===== config.mk =====
export PLATFORM = sky130hd
export DESIGN_NAME = uart_rx_frame_sampler
export DESIGN_NICKNAME = d
export VERILOG_FILES = /design/src/rtl/uart_rx_frame_sampler.sv
export SDC_FILE = /design/constraint.sdc
export NUM_CORES = 1
export LEC_CHECK = 0
export CAP_MARGIN = 20
export CORE_MARGIN = 1.5
export CORE_UTILIZATION = 34
export CTS_BUF_LIST = sky130_fd_sc_hd__clkbuf_4
export DETAILED_ROUTE_END_ITERATION = 7
export SETUP_SLACK_MARGIN = 0.15
export SLEW_MARGIN = 10
export SYNTH_ARGS = -nofsm -noshare
export SYNTH_HDL_FRONTEND = slang
export SYNTH_SLANG_ARGS = --single-unit

===== constraint.sdc =====
create_clock -name clk -period 15 [get_ports clk]
set_input_delay 3 -clock clk [delete_from_list [all_inputs] [get_ports clk]]
set_output_delay 3 -clock clk [all_outputs]
set_load 0.01 [all_outputs]

===== src/rtl/uart_rx_frame_sampler.sv =====
// uart_rx_frame_sampler: oversampling UART receive front-end.
// Synchronises rx, detects start bits, samples each bit at mid-period,
// checks stop (and optional parity) bits and holds one completed frame
// on a valid/ready output port.
// Optional feature macro: UART_RX_FRAME_SAMPLER_PARITY_EN (adds a parity bit).
//
// Handshake: a frame transfers on any cycle where frame_valid && frame_ready.
// While frame_valid is high and frame_ready is low, frame_data and the error
// flags hold steady. A frame completing while the register is still full
// (and not being accepted) is dropped and signalled with a one-cycle overrun.
module uart_rx_frame_sampler #(
    parameter int OVERSAMPLE = 16,
    parameter int DATA_WIDTH = 8,
    parameter int DIV_WIDTH  = 16
) (
    input  logic                  clk,
    input  logic                  reset,
    input  logic [DIV_WIDTH-1:0]  baud_div,
    input  logic                  odd_parity,
    input  logic                  rx,
    output logic                  frame_valid,
    input  logic                  frame_ready,
    output logic [DATA_WIDTH-1:0] frame_data,
    output logic                  parity_err,
    output logic                  framing_err,
    output logic                  overrun,
    output logic                  busy
);

    localparam int CW = $clog2(OVERSAMPLE);
    localparam int IW = $clog2(DATA_WIDTH);
    localparam logic [CW-1:0] HALF_M1  = CW'(OVERSAMPLE / 2 - 1);
    localparam logic [CW-1:0] FULL_M1  = CW'(OVERSAMPLE - 1);
    localparam logic [IW-1:0] LAST_BIT = IW'(DATA_WIDTH - 1);

`ifdef UART_RX_FRAME_SAMPLER_PARITY_EN
    typedef enum logic [2:0] {S_IDLE, S_START, S_DATA, S_PARITY, S_STOP} state_t;
`else
    typedef enum logic [2:0] {S_IDLE, S_START, S_DATA, S_STOP} state_t;
`endif

    state_t                state, state_next;
    logic                  rx_meta, rx_s;
    logic [DIV_WIDTH-1:0]  div_cnt, div_max;
    logic                  tick;
    logic                  armed;
    logic [CW-1:0]         samp_cnt;
    logic [IW-1:0]         bit_idx;
    logic [DATA_WIDTH-1:0] data_sr;
    logic                  par_err_pend;
    logic                  sample_hit;
    logic                  start_det;
    logic                  done;

    // Two-flop synchroniser; resets to the idle (high) line level.
    always_ff @(posedge clk) begin
        if (reset) begin
            rx_meta <= 1'b1;
            rx_s    <= 1'b1;
        end else begin
            rx_meta <= rx;
            rx_s    <= rx_meta;
        end
    end

    // A divisor of zero behaves as one; >= keeps the counter bounded if baud_div shrinks mid-count.
    assign div_max = (baud_div == '0) ? DIV_WIDTH'(1) : baud_div;
    assign tick    = (div_cnt >= (div_max - DIV_WIDTH'(1)));

    // Oversample tick counter, realigned to the start edge.
    always_ff @(posedge clk) begin
        if (reset || start_det || tick) begin
            div_cnt <= '0;
        end else begin
            div_cnt <= div_cnt + DIV_WIDTH'(1);
        end
    end

    // Sample point: half a bit into the start bit, one full bit thereafter.
    assign sample_hit = tick && (samp_cnt == ((state == S_START) ? HALF_M1 : FULL_M1));

    // FSM state register.
    always_ff @(posedge clk) begin
        if (reset) begin
            state <= S_IDLE;
        end else begin
            state <= state_next;
        end
    end

    // FSM next-state and control strobes.
    always_comb begin
        state_next = state;
        start_det  = 1'b0;
        done       = 1'b0;
        case (state)
            S_IDLE: begin
                if (armed && !rx_s) begin
                    start_det  = 1'b1;
                    state_next = S_START;
                end
            end
            S_START: begin
                if (sample_hit) begin
                    state_next = rx_s ? S_IDLE : S_DATA;
                end
            end
            S_DATA: begin
                if (sample_hit && (bit_idx == LAST_BIT)) begin
`ifdef UART_RX_FRAME_SAMPLER_PARITY_EN
                    state_next = S_PARITY;
`else
                    state_next = S_STOP;
`endif
                end
            end
`ifdef UART_RX_FRAME_SAMPLER_PARITY_EN
            S_PARITY: begin
                if (sample_hit) begin
                    state_next = S_STOP;
                end
            end
`endif
            S_STOP: begin
                if (sample_hit) begin
                    done       = 1'b1;
                    state_next = S_IDLE;
                end
            end
            default: state_next = S_IDLE;
        endcase
    end

    // Start qualifier: a line that stays low (break) must go high before the next start.
    always_ff @(posedge clk) begin
        if (reset || start_det) begin
            armed <= 1'b0;
        end else if (state == S_IDLE && rx_s) begin
            armed <= 1'b1;
        end else if (done) begin
            armed <= rx_s;
        end
    end

    // Tick counter within a bit period and data bit index.
    always_ff @(posedge clk) begin
        if (reset || state == S_IDLE || sample_hit) begin
            samp_cnt <= '0;
        end else if (tick) begin
            samp_cnt <= samp_cnt + CW'(1);
        end
        if (reset || state == S_START) begin
            bit_idx <= '0;
        end else if (state == S_DATA && sample_hit) begin
            bit_idx <= bit_idx + IW'(1);
        end
    end

    // Capture data bits, LSB first on the wire.
    always_ff @(posedge clk) begin
        if (reset) begin
            data_sr <= '0;
        end else if (state == S_DATA && sample_hit) begin
            data_sr[bit_idx] <= rx_s;
        end
    end

`ifdef UART_RX_FRAME_SAMPLER_PARITY_EN
    // Parity check: total ones over data and parity bit must match the selected sense.
    always_ff @(posedge clk) begin
        if (reset || state == S_START) begin
            par_err_pend <= 1'b0;
        end else if (state == S_PARITY && sample_hit) begin
            par_err_pend <= ((^data_sr) ^ rx_s) != odd_parity;
        end
    end
`else
    assign par_err_pend = odd_parity & 1'b0;
`endif

    // Output holding register with overrun detection.
    always_ff @(posedge clk) begin
        if (reset) begin
            frame_valid <= 1'b0;
            frame_data  <= '0;
            parity_err  <= 1'b0;
            framing_err <= 1'b0;
            overrun     <= 1'b0;
        end else begin
            overrun <= 1'b0;
            if (done && (!frame_valid || frame_ready)) begin
                frame_valid <= 1'b1;
                frame_data  <= data_sr;
                parity_err  <= par_err_pend;
                framing_err <= !rx_s;
            end else begin
                if (done) begin
                    overrun <= 1'b1;
                end
                if (frame_valid && frame_ready) begin
                    frame_valid <= 1'b0;
                end
            end
        end
    end

    assign busy = (state != S_IDLE);

endmodule


==> qor.yml, run 1 <==
n_fill_cell: 798
synth_cells: 300
grt_max_degree: 37
grt_pass1_vias: 2001
num_antenna_cells: 0
drcViolationCount: 0
ctsLongestPathBuffers: 2
endpoint_kind: "register"
core_um2: 7650
io_pins: 34
drt_iter0_markers: 41
synth_edf_count: 0
total_power_mw: 0.222
design_area_um2: 3120
yosysMostFrequentCell: "dfxtp_1"
holdBufCountCts: 0
ys_ff_latch: 47
hold_class: "reg -> reg"
worstSetupPathType: "in -> reg"
die_h_um: 91.3
rsz0062_at_grt: "false"
drive_above_1_share_pct: 4.86
crit_arrival_ps: 8370
crit_required_ps: 15240
fin_crit_ps: 8130
grt_overflow: 0
synth_top_cell_by_area: "dfxtp_1"
leakage_nw: 1.20
antenna_found_initial: 0
dieWidth_um: 91.3
relSlewSlack_pct: 30.2
clk_latency_ps: 360
totalWireLength_um: 4800
yosys.area.top_type_share_pct: 35.5
placed_area_um2: 3050
final_nets: 370
hold_start: "rx_meta"
numCtsBuffers: 5
max_freq_ghz: 0.123
cts_resized: 0
ys_warn_count: 0
fp.dieArea_um2: 8340
finClkSkew_ps: 6.71
avgSynthCellArea_um2: 8.84
yosys-top-cells-area: "dfxtp_1 35%, ha_1 9.9%, mux2i_1 7.5%"
r2r-start: "div_cnt[13]"
dpl.hpwl_um: 3670
synthArstFlopShare_pct: 0
num_rows: 32
status: "finished clean"
ant_nets: 0
cts_max_level: 2
grt.total_usage_pct: 12.2
vias: 2111
gp_congestion: 0.707
tightest_slew_ps: 1040
ys_types: 43
synth_flop_cell: "dfxtp_1"
start_kind: "input port"
crit_start: "baud_div[11]"
path_clk_slew_ps: 130
post_cts_buffers: 0
drtPass1Iterations: 4
setup_tns_ps: 0
synthesis.area_um2: 2650
maxCapViolations: 0
syn_to_final_growth_pct: 17.8
clock-sinks: 47
synth_fp_nets: 342
powerDensity_nw_per_um2: 71.2
root_buffer: "clkbuf_4"
port_buffers: 31
timing.final.hold_violations: 0
ys_seq_area_share_pct: 35.5
whs_ps: 451
drv_slew: 0
setup_viol: 0
wl_per_cell_um: 11.1
grt_pass1_wl_um: 8400
cts_tree: "built"
irDropWorstVdd_mv: 0.0300
via_per_inst: 4.90
start_util_pct: 34.7
synth_common_cells: "47 x dfxtp_1, 34 x nor2_1, 24 x nand2b_1"
worstPathMaxFanout: 15
fin_crit_sh_pct: 54.2
==> cell families (layout without fill, tap and decap cells) <==
logic type	after synthesis	in the layout	share of synthesized area [%]
simple gates	135	135	27.3
flops	47	47	35.5
compound gates	29	29	6.98
xor+xnor	28	28	9.25
mux	22	22	8.40
fa+ha+maj	21	21	9.91
buf+inv	17	46	2.59
other cells	1	1	0.141
==> power by group <==
part,switching (mW),internal [mW]
combinational,0.00969,0.0109
clock,0.0397,0.0343
sequential,0.00161,0.126
total,0.0510,0.171
==> metal layers <==
| layer | vias up | share of wire (%) | track usage (%) |
|---|---|---|---|
| met3 | 5 | 3.4 | 2.51 |
| met4 | 0 | 1.1 | 4.04 |
| met5 | - | 0 | 0 |
| li1 | 1105 | - | - |
| met1 | 958 | 47 | 13.9 |
| met2 | 43 | 49 | 22.6 |
==> placed cells by master (no fill, tap or decap), drive strengths merged, types with 3 or more instances in the layout <==
cell type	instances
a31oi	4
nor4	3
dfxtp	47
nand2	14
and3	5
mux2i	20
clkbuf	5
nand3	17
nand2b	24
ha	21
a21oi	12
clkdlybuf4s50	31
xnor2	19
nor2	34
or4	3
inv	7
o21ai	4
nand4	7
xor2	9
nor2b	7
nor3	12
==> state kept, by name (all words and copies together) (netlist names), 2 cells and up <==
signal      count
div_cnt        16
data_sr         8
bit_idx         3
state           2
frame_data      8
samp_cnt        4
==> path summary, 6_finish.rpt <==
check,endpoint,depth (start not counted),slack [ps]
max reg2reg,frame_data[5],7,11910
max,frame_data[5],17,6870
min reg2reg,rx_s,1,450
min,rx_s,1,450
==> per-stage QoR <==
| step | std cells | utilization [%] | setup slack (ps) |
|---|---|---|---|
| 6_report | 431 | 40.9 | 6870 |
| 5_1_grt | 431 | 40.9 | 6560 |
| 4_1_cts | 431 | 40.9 | 6820 |
| 3_5_place_dp | 423 | 39.9 | 6430 |
| 3_3_place_gp | 423 | 39.9 | 6470 |
| 2_1_floorplan | 300 | - | 7800 |
==> critical path, stage by stage <==
cell             delay, ps
clkdlybuf4s50_1        450
or4_1                  580
or4_1                  470
nor4_1                 370
a21oi_1                180
ha_1                   230
nor3b_1                180
nand2_1                130
nor3_1                  70
xnor2_1                130
ha_1                   300
nand4_2                140
nor3_2                 250
or4b_4                 530
a31oi_2                630
nand3_1                490
mux2i_1                220
==> cell type report <==
| type | count | area, µm² | share of cell area [%] |
|---|---|---|---|
| flip-flops and latches | 47 | 941 | 30.1 |
| well taps | 102 | 128 | 4.08 |
| clock inverters | 3 | 38.8 | 1.24 |
| clock buffers | 5 | 37.5 | 1.20 |
| multi-input cells | 236 | 1640 | 52.6 |
| repair buffers | 31 | 310 | 9.93 |
| inverters | 7 | 26.3 | 0.841 |
(Power assumes the default switching activity.)
==> run 2, diff against run 1 <==
==> constraint.sdc (replaced) <==
create_clock -name clk -period 6.6 [get_ports clk]
set_input_delay 1.32 -clock clk [delete_from_list [all_inputs] [get_ports clk]]
set_output_delay 1.32 -clock clk [all_outputs]
set_load 0.01 [all_outputs]
==> qor.yml, run 2 (synthesis results as in run 1) <==
drv_slew: 0  # unchanged
hold_class: "reg -> reg"  # unchanged
num_rows: 32  # unchanged
path_clk_slew_ps: 130  # about the same
ctsLongestPathBuffers: 2  # unchanged
crit_required_ps: 6860  # was 15240 ps
r2r_setup_slack_ps: 3910  # was 11910 ps
grt.total_usage_pct: 12.2  # about the same
start_kind: "input port"  # unchanged
antenna_found_initial: 0  # unchanged
r2r-start: "div_cnt[7]"  # was div_cnt[13]
cts_tree: "built"  # unchanged
tightest_slew_ps: 714  # was 1040 ps
gp_congestion: 0.733  # was 0.707
setup_tns_ps: 0  # unchanged
io_pins: 34  # unchanged
max_freq_ghz: 0.169
layoutNonFillerInstCount: 437  # was 431
reg_top3: "div_cnt (16), data_sr (8), frame_data (8)"  # unchanged
endpoint_kind: "register"  # unchanged
worstSetupPathType: "in -> reg"  # unchanged
fp.dieArea_um2: 8340  # unchanged
setup_viol: 0  # unchanged
die_h_um: 91.3  # unchanged
core_um2: 7650  # unchanged
final_nets: 376  # was 370
p_switching_mw: 0.119  # was 0.0510 mW
top_register: "div_cnt"  # unchanged
grt_max_degree: 37  # unchanged
drt_iter0_markers: 48  # was 41
crit_arrival_ps: 6180  # was 8370 ps
switching_share_pct: 25.0  # was 22.9%
numCtsBuffers: 5  # unchanged
drcViolationCount: 0  # unchanged
top_usage_layer: "met2"  # unchanged
post_cts_buffers: 0  # unchanged
r2r-end: "bit_idx[0]"  # was frame_data[5]
placed_area_um2: 3090  # was 3050 µm²
worstPathMaxFanout: 10  # was 15
worst_slack_ps: 683  # was 6870 ps
totalWireLength_um: 4810  # was 4800 µm
root_buffer: "clkbuf_4"  # unchanged
ant_nets: 0  # unchanged
clock-sinks: 47  # unchanged
drive_above_1_share_pct: 6.87  # was 4.86%
fin_crit_ps: 5920
vias: 2137  # was 2111
maxCapViolations: 0  # unchanged
dpl.hpwl_um: 3700  # was 3670 µm
cts_max_level: 2  # unchanged
timing.final.hold_violations: 0  # unchanged
final_common_cell: "dfxtp_1"  # unchanged
rsz0062_at_grt: "false"  # unchanged
num_antenna_cells: 0  # unchanged
fin_crit_sh_pct: 89.7
port_buffers: 31  # unchanged
design_area_um2: 3150  # was 3120 µm²
combinationalPowerShare_pct: 10.0  # was 9.3%
leakage_nw: 1.22  # was 1.20 nW
irDropWorstVdd_mv: 0.0599  # was 0.0300 mV
grt_overflow: 0  # unchanged
syn_to_final_growth_pct: 18.8  # was 17.8%
met3_usage_pct: 2.93  # was 2.51%
crit_end: "bit_idx[0]"  # was frame_data[5]
pre_cts_slack_ps: 251  # was 6430 ps
powerDensity_nw_per_um2: 151  # was 71.2 nW/µm²
internal_power_mw: 0.357  # was 0.171 mW
dieWidth_um: 91.3  # unchanged
grt_pass1_vias: 1957  # was 2001
grt_pass1_wl_um: 8400  # about the same
clock_power_share_pct: 28.9  # was 33.3%
relSlewSlack_pct: 52.1  # was 30.2%
status: "finished clean"  # unchanged
use_met1_pct: 14.4  # was 13.9%
place_inst: 429  # was 423
pwr-share-seq_pct: 61.0  # was 57.5%
holdBufCountCts: 0  # unchanged
mostFrequentLayoutCells: "47 x dfxtp_1, 34 x nor2_1, 31 x clkdlybuf4s50_1"  # unchanged
cts_resized: 0  # unchanged
wl_per_cell_um: 11.0  # was 11.1 µm
r2r_cells: 8  # was 7
crit_start: "baud_div[11]"  # unchanged
largest_register_ffs: 16  # unchanged
drtPass1Iterations: 5  # was 4
whs_ps: 439  # was 451 ps
clk_latency_ps: 370  # was 360 ps
start_util_pct: 34.7  # unchanged
use_met2_pct: 21.5  # was 22.6%
finClkSkew_ps: 15.7  # was 6.71 ps
via_per_inst: 4.89  # was 4.90
-- run 2: cell types whose count changed in the layout (fill, tap and decap cells not counted), sizes merged --
cell,previous run,this run
clkbuf,5,6
clkinv,2,1
bufinv,1,0
buf,0,6
clkinvlp,0,1
-- run 2: final cells by class --
type	count	area, µm²
Multi-Input combinational cell	236	1640
Sequential cell	47	941
Clock buffer	6	45.0
Tap cell	102	128
Inverter	7	26.3
Clock inverter	2	12.5
Fill cell	790	4500
Timing Repair Buffer	37	355
-- run 2: how the worst min path moves through the flow --
stage / startpoint / to / depth (start not counted)
final: rx_meta / rx_s / 1
after detailed placement: rx_meta / rx_s / 1
after CTS: rx_meta / rx_s / 1
after global routing: rx_meta / rx_s / 1
after global placement: rx_meta / rx_s / 1
after floorplan: rx_meta / rx_s / 1
-- run 2: per-stage QoR --
| step | util [%] | total power [mW] |
|---|---|---|
| after floorplan | - | 0.324 |
| after global placement | 40.4 | 0.343 |
| after detailed placement | 40.4 | 0.345 |
| after CTS | 41.2 | 0.483 |
| after global routing | 41.2 | 0.500 |
| final | 41.2 | 0.476 |
-- run 2: power groups by stage --
stage	registers [mW]	clock network, mW	logic [mW]
6_report	0.291	0.138	0.0478
5_1_grt	0.291	0.155	0.0538
4_1_cts	0.291	0.144	0.0486
3_5_place_dp	0.297	0	0.0484
3_3_place_gp	0.297	0	0.0466
2_1_floorplan	0.295	0	0.0284
-- run 2: metal layers --
| layer | vias up | share of wire (%) |
|---|---|---|
| met1 | 965 | 48 |
| met4 | 0 | 1.4 |
| li1 | 1122 | - |
| met2 | 43 | 46 |
| met5 | - | 0 |
| met3 | 7 | 4.1 |
-- run 2: worst max-delay path: stages --
cell and delay (ps):
clkdlybuf4s50_1 450, or4_1 590, or4_1 460, nor4_1 300
a21oi_1 160, ha_1 220, nor3b_1 180, nand2_1 130
nor3_1 80, xnor2_1 130, ha_1 300, nand4_2 130
nor3_2 240, or4b_4 530, a31oi_2 320, buf_4 240
nand2b_1 110, mux2_2 270
